File: src/rtl/tu_vec_sequencer.sv
// tu_vec_sequencer: drives a combinational 4-lane BF16 tensor unit through a
// packed dot-product accumulation (acc += A[k]*B[k] per lane), with optional
// ReLU on the final accumulator, then writes the 64-bit result to memory.
//
// Handshake: start is a command-valid qualifier sampled only in IDLE; there is
// no ready signal, and busy=1 means any start is ignored (never queued). done
// is a one-cycle pulse in DONE; the next start can be accepted the cycle after.
// abort is a synchronous cancel honoured in RD, ACC, RELU and WB only.
module tu_vec_sequencer #(
  parameter int ADDR_W = 8,
  parameter int LEN_W  = 8
) (
  input  logic              clk,
  input  logic              rst_n,
  input  logic              start,
  input  logic              abort,
  input  logic [ADDR_W-1:0] a_base,
  input  logic [ADDR_W-1:0] b_base,
  input  logic [ADDR_W-1:0] dst_addr,
  input  logic [LEN_W-1:0]  len,
  input  logic              relu_en,
  output logic              busy,
  output logic              done,
  output logic              mem_rd_en,
  output logic [ADDR_W-1:0] mem_rd_addr_a,
  output logic [ADDR_W-1:0] mem_rd_addr_b,
  input  logic [63:0]       mem_rdata_a,
  input  logic [63:0]       mem_rdata_b,
  output logic              mem_wr_en,
  output logic [ADDR_W-1:0] mem_wr_addr,
  output logic [63:0]       mem_wr_data,
  output logic [63:0]       tu_rs1,
  output logic [63:0]       tu_rs2,
  output logic [63:0]       tu_rs3,
  output logic [5:0]        tu_op,
  input  logic [63:0]       tu_result,
  output logic [63:0]       result,
  output logic [2:0]        dbg_state
);

  localparam logic [5:0] TU_FMA  = 6'b010001;
  localparam logic [5:0] TU_RELU = 6'b011000;
  localparam logic [5:0] TU_NOP  = 6'b000000;

  typedef enum logic [2:0] {
    IDLE = 3'd0,
    RD   = 3'd1,
    ACC  = 3'd2,
    RELU = 3'd3,
    WB   = 3'd4,
    DONE = 3'd5
  } state_t;

  state_t state_q, state_d;

  // Command fields captured at accept time so the caller may change them.
  logic [ADDR_W-1:0] a_base_q;
  logic [ADDR_W-1:0] b_base_q;
  logic [ADDR_W-1:0] dst_q;
  logic [LEN_W-1:0]  len_q;
  logic              relu_q;

  logic [63:0]       acc_q;
  logic [LEN_W-1:0]  idx_q;

  // One extra bit so idx+1 never overflows before the compare against len.
  logic [LEN_W:0]    idx_inc;
  logic              more_elems;

  assign idx_inc    = {1'b0, idx_q} + {{LEN_W{1'b0}}, 1'b1};
  assign more_elems = idx_inc < {1'b0, len_q};
  assign dbg_state  = state_q;

  // State register.
  always_ff @(posedge clk or negedge rst_n) begin
    if (!rst_n) begin
      state_q <= IDLE;
    end else begin
      state_q <= state_d;
    end
  end

  // Next-state logic; abort outranks every other transition in the busy states.
  always_comb begin
    state_d = state_q;
    case (state_q)
      IDLE: begin
        if (start) begin
          if (len != '0)    state_d = RD;
          else if (relu_en) state_d = RELU;
          else              state_d = WB;
        end
      end
      RD: begin
        if (abort) state_d = IDLE;
        else       state_d = ACC;
      end
      ACC: begin
        if (abort)           state_d = IDLE;
        else if (more_elems) state_d = RD;
        else if (relu_q)     state_d = RELU;
        else                 state_d = WB;
      end
      RELU: begin
        if (abort) state_d = IDLE;
        else       state_d = WB;
      end
      WB: begin
        if (abort) state_d = IDLE;
        else       state_d = DONE;
      end
      DONE:    state_d = IDLE;
      default: state_d = IDLE;
    endcase
  end

  // Moore outputs: strobes/opcodes from state, operand muxes from registers.
  always_comb begin
    busy          = (state_q != IDLE);
    done          = 1'b0;
    mem_rd_en     = 1'b0;
    mem_rd_addr_a = '0;
    mem_rd_addr_b = '0;
    mem_wr_en     = 1'b0;
    mem_wr_addr   = '0;
    mem_wr_data   = '0;
    tu_op         = TU_NOP;
    tu_rs1        = '0;
    tu_rs2        = '0;
    tu_rs3        = '0;
    case (state_q)
      RD: begin
        // Address arithmetic wraps naturally at ADDR_W bits.
        mem_rd_en     = 1'b1;
        mem_rd_addr_a = a_base_q + ADDR_W'(idx_q);
        mem_rd_addr_b = b_base_q + ADDR_W'(idx_q);
      end
      ACC: begin
        tu_op  = TU_FMA;
        tu_rs1 = mem_rdata_a;
        tu_rs2 = mem_rdata_b;
        tu_rs3 = acc_q;
      end
      RELU: begin
        tu_op  = TU_RELU;
        tu_rs1 = acc_q;
      end
      WB: begin
        // The write strobe is Moore, so it still fires in an aborted WB cycle.
        mem_wr_en   = 1'b1;
        mem_wr_addr = dst_q;
        mem_wr_data = acc_q;
      end
      DONE: done = 1'b1;
      default: ;
    endcase
  end

  // Datapath registers: command latch, accumulator, element index, result.
  always_ff @(posedge clk or negedge rst_n) begin
    if (!rst_n) begin
      a_base_q <= '0;
      b_base_q <= '0;
      dst_q    <= '0;
      len_q    <= '0;
      relu_q   <= 1'b0;
      acc_q    <= '0;
      idx_q    <= '0;
      result   <= '0;
    end else begin
      case (state_q)
        IDLE: begin
          if (start) begin
            a_base_q <= a_base;
            b_base_q <= b_base;
            dst_q    <= dst_addr;
            len_q    <= len;
            relu_q   <= relu_en;
            acc_q    <= '0;
            idx_q    <= '0;
          end
        end
        ACC: begin
          if (!abort) begin
            acc_q <= tu_result;
            idx_q <= idx_q + {{(LEN_W-1){1'b0}}, 1'b1};
          end
        end
        RELU: begin
          if (!abort) acc_q <= tu_result;
        end
        WB: begin
          // An aborted writeback must leave the previous result visible.
          if (!abort) result <= acc_q;
        end
        default: ;
      endcase
    end
  end

endmodule
File: config.mk
export PLATFORM = sky130hd
export DESIGN_NAME = tu_vec_sequencer
export DESIGN_NICKNAME = d
export VERILOG_FILES = /design/src/rtl/tu_vec_sequencer.sv
export SDC_FILE = /design/constraint.sdc
export NUM_CORES = 1
export LEC_CHECK = 0
export CORE_AREA = 2 2 229 231
export DETAILED_ROUTE_END_ITERATION = 8
export DIE_AREA = 0 0 231 233
export PLACE_DENSITY = 0.46
export SETUP_SLACK_MARGIN = 0.02
export SLEW_MARGIN = 30
export SYNTH_ARGS = -nofsm -noshare
export SYNTH_HDL_FRONTEND = slang
export SYNTH_SLANG_ARGS = --single-unit
export TNS_END_PERCENT = 20
File: constraint.sdc
create_clock -name clk -period 6.2 [get_ports clk]
set_input_delay 1.24 -clock clk [delete_from_list [all_inputs] [get_ports clk]]
set_output_delay 1.24 -clock clk [all_outputs]
set_load 0.1 [all_outputs]
Word-level counts from Yosys, hierarchy flattened
Cells that the tools add are included.
- register bits: 172
- latch bits: 0
- RAM bits: 0
- ROM bits: 0
- output and inout bits: 357
- word-level logic and storage cells: 60
- memories kept: 0
- add/sub/neg operators: 4
- multipliers: 0
- divide/modulo/power cells: 0
- order comparisons: 1
- eq/ne operators: 8
- shifts and indexed selects: 0
- mux-type cells: 27
- bitwise gates (word level): 1
- reduce and logical (&&, ||, !) cells: 10
- operator list (operator ; number):
    $mux 64 ; 5
    $pmux 64 s2 ; 2
    $mux 8 ; 5
    $mux 3 ; 8
    $add 8x8->8 ; 2
    $pmux 8 s2 ; 1
    $pmux 3 s5 ; 1
    $pmux 5 s2 ; 1
    $add 8x1->9 const B ; 1
    $lt 9x8->1 ; 1
    $add 8x1->8 const B ; 1
    $reduce_bool 8->1 ; 1
    $eq 3x2->1 const B ; 2
    $eq 3x3->1 const B ; 2
    $ne 2x2->1 const B ; 3
    $reduce_and 3->1 ; 2
    $reduce_and 2->1 ; 2
    $reduce_bool 2->1 ; 2
    $eq 3x1->1 const B ; 1
    $logic_not 3->1 ; 1
    $mux 1 ; 3
    $reduce_bool 3->1 ; 1
    $mux 2 ; 1
    $reduce_or 2->1 ; 1
    $not 1->1 ; 1

Depth between registers and ports, before layout
- depth after elaboration: 5
- mapped depth: 9
- depth with buffers taken out: 8

Worst setup path before layout
Ideal clock, no wire load.
- kind: register -> output
- start: reg state_q[1] (netlist: dbg_state[1])
- end: out mem_rd_addr_a[5]
- data arrival time: 3.819 ns
- required time: 4.960 ns
- slack: 1.141 ns
- stages on the path, launching flop included: 7
- buffers on the path: 2
- cell sequence: dfrtp_1 > buf_4 > or3b_1 > inv_1 > buf_2 > nand2_1 > mux2i_1
- word-level cells in the longest chain between the ends: 2
- ends and longest elaborated chain (element ; line ; RTL):
    start: declaration ; 54 ; state_t state_q, state_d;
    start signal: assignment ; 79 ; state_q <= state_d;
    $eq 3x1->1 ; 131 ; case (state_q)
    $mux 8 ; 131 ;
    end: declaration ; 25 ; output logic [ADDR_W-1:0] mem_rd_addr_a,
Every way passes these cells.

Worst setup path after layout
- start: reg state_q[0] (netlist: dbg_state[0])
- end: out tu_rs1[62]
- word-level cells in the longest chain between the ends: 2
- ends and longest elaborated chain (element ; line ; RTL):
    $eq 3x2->1 ; 131 ;
    $pmux 64 s2 (*) ; 131 ;
    end: declaration ; 32 ; output logic [63:0] tu_rs1,
Every way passes the cells marked *; elsewhere a longest branch is shown, timed or not.

==> flow_summary.yaml <==
routing:
  drt-total-wl_um: 42300
  drtPass1Iterations: 6
  wl_per_cell_um: 18.5
  num_vias: 9419
  viasPerCell: 4.11
  ant_nets: 0
  route.detailed.drc: 0
  dr.first_iter.drc_count: 403
clocking:
  clk-insertion-delay-late_ns: 0.46
  root_buffer: "clkbuf_16"
  numCtsBuffers: 17
  clk_pin_slew_ns: 0.07
  cts_hold_buf: 0
  h-tree-depth: 4
  postCtsSetupRepairBufs: 0
  cts.sinks: 172
  clockBufferDepth: 2
  post_cts_resized: 0
  cts_tree: "done"
power_and_ir_drop:
  swShare: 0.550
  seqPwrFrac: 0.250
  ir_drop_mv: 0.242
  pwr-share-comb: 0.590
  p_int_mw: 3.23
  power.leakage_nw: 7.17
  power_frac_clock: 0.161
  p_switching_mw: 3.95
  power_density_mw_per_mm2: 422
worst_hold_path:
  hold_path_depth: 1
  min_from: "dst_q[4]$_DFFE_PN0P_"
  hold_end: "dst_q[4]$_DFFE_PN0P_"
  hold_path_class: "flop to flop"
logic_synthesis:
  synth-seq-cells: 172
  synthTopCellsByCount: "207 x and2_1, 172 x dfrtp_1, 145 x nand2_1, 88 x mux2_2, 84 x o21ai_0"
  synth_flop_cell: "dfrtp_1"
  synth_area_leader_cell: "dfrtp_1"
  netlist_area_mm2: 0.0100
  yosysMostFrequentCell: "and2_1"
  synth_top_area_share: 0.430
  async_reset_ff_frac: 1.00
  yosysWarningCount: 0
  synth.area.top_cells: "dfrtp_1 43%, and2_1 13%, mux2_2 9.9%, mux2i_1 6.6%, nand2_1 5.4%"
  ys_seq_area_frac: 0.430
  syn_inst: 1060
  ys_types: 53
  syn_avg_cell_area_um2: 9.44
  synth-edff-count: 0
sta:
  fmax_mhz: 195
  finalClockSkew_ns: 0.0112
  tightest_slew_ns: 1.04
  max_slew_margin: 0.306
  rsz0062_at_grt: "no"
  finalHoldViolCount: 0
  period_share: 0.826
  tns_ns: 0
  drv_slew: 0
  period_minus_slack_ns: 5.12
  hold_ws_ns: 0.483
  setup_viol: 0
critical_path:
  reg2reg_to: "dbg_state[2]$_DFFE_PN0P_"
  ff2ff_setup_slack_ns: 3.32
  end_kind: "output port"
  required_ns: 4.96
  r2r-start: "dbg_state[2]$_DFFE_PN0P_"
  crit_arrival_ns: 3.88
  startpoint_type: "flop"
  rr_worst_depth: 7
  worst-path-max-fanout: 33
  path_class: "flop to output port"
global_routing:
  grt_antenna_before_repair: 0
  gr-total-overflow: 0
  grt_pass1_vias: 9538
  grt_pass1_wl_um: 62000
  grtUsageTotal: 0.154
  grt_max_degree: 105
floorplanning:
  die_area_mm2: 0.0538
  initial_core_util: 0.196
  ios: 586
  coreArea_mm2: 0.0511
  rows: 83
  dieWidth_um: 231
  die_h_um: 233
job:
  maxCapViolations: 0
placement:
  post-dp-hpwl_um: 32100
  port-buffer-count: 582
  gp_congestion: 0.772
cells_and_area:
  n_antenna_cell: 0
  num-fill-cells: 5349
  register_area_mm2: 0.00431
  layout-drive-gt1-share: 0.110
  synthToLayoutAreaGrowth_pct: 70.1
  fin_nets: 1853
  utilization: 0.333
  multi_input_area_mm2: 0.00535
run_status:
  status: "complete, no violations"
[worst max-delay path by stage]
| stage | from | to | slack [ns] | cells after the start |
|---|---|---|---|---|
| after CTS | dbg_state[0]$_DFFE_PN0P_ | tu_rs1[62] | 0.96 | 5 |
| after floorplan | dbg_state[1]$_DFFE_PN0P_ | mem_rd_addr_a[5] | 1.14 | 6 |
| after global placement | dbg_state[0]$_DFFE_PN0P_ | tu_rs1[62] | 1.53 | 5 |
| after detailed placement | dbg_state[0]$_DFFE_PN0P_ | tu_rs1[62] | 1.47 | 5 |
| final | dbg_state[0]$_DFFE_PN0P_ | tu_rs1[62] | 1.08 | 5 |
| after global routing | dbg_state[0]$_DFFE_PN0P_ | tu_rs1[62] | 0.87 | 5 |
[power by group through the flow]
stage | Clock [mW] | Sequential (mW) | Combinational [mW]
after floorplan | 0 | 2.17 | 2.71
after global placement | 0 | 1.82 | 4.27
after detailed placement | 0 | 1.82 | 4.26
after CTS | 1.20 | 1.81 | 4.27
after global routing | 1.25 | 1.86 | 4.46
final | 1.15 | 1.79 | 4.23
[logic make-up after synthesis]
kind of cell | Yosys count | synth area share
buf+inv | 93 | 0.0405
fa+ha+maj | 24 | 0.0315
other cells | 1 | 0.000375
mux | 156 | 0.167
simple gates | 468 | 0.241
xor+xnor | 12 | 0.0105
flops | 172 | 0.430
compound gates | 134 | 0.0787
[stage by stage]
step                setup WS [ns]  power, mW  area, um^2  instances
finish                       1.08       7.17       17000       2293
global route                0.873       7.57       17000       2293
CTS                         0.960       7.28       17000       2292
detailed placement           1.47       6.09       16400       2260
global placement             1.53       6.08       16500       2260
floorplan                    1.14       4.87       10000       1062
[flip-flops by register name (all words and copies together), names as in the netlist]
| name | flops |
|---|---|
| len_q | 8 |
| idx_q | 8 |
| relu_q | 1 |
| a_base_q | 8 |
| dst_q | 8 |
| b_base_q | 8 |
| dbg_state | 3 |
| result | 64 |
| acc_q | 64 |
[critical path: stages (launching register included)]
cell             delay (ns)
dfrtp_4                0.57
buf_4                  0.54
buf_4                  0.63
mux2i_1                0.16
nor2_1                 0.31
clkdlybuf4s50_1        1.21
[per-layer routing]
| metal | vias to the layer above | track usage | share of wire |
|---|---|---|---|
| met2 | 328 | 0.265 | 0.51 |
| met3 | 22 | 0.0469 | 0.068 |
| met5 | - | 0 | 0 |
| met1 | 4471 | 0.187 | 0.41 |
| li1 | 4598 | - | - |
| met4 | 0 | 0.0369 | 0.011 |
[placed cells by master, fill, tap and decap left out, types with 4 or more instances in the layout]
cell / n
a21o_1: 4
mux2_2: 88
xnor2_1: 9
nor2_1: 77
nand2_1: 145
a21oi_1: 10
o21ai_0: 84
clkdlybuf4s50_1: 551
inv_1: 13
or3_1: 4
mux2i_1: 66
and2_1: 207
clkbuf_16: 17
o21a_1: 4
a211oi_1: 6
ha_1: 22
dfrtp_1: 171
a22o_1: 4
buf_4: 13
nand3_1: 5
buf_2: 30
[cell type report]
type | instances | area share
Sequential cell | 172 | 0.253
Timing Repair Buffer | 598 | 0.343
Multi-Input combinational cell | 797 | 0.314
Tap cell | 680 | 0.0500
Inverter | 14 | 0.00309
Clock buffer | 18 | 0.0252
Clock inverter | 14 | 0.0109
(Power assumes the default switching activity.)
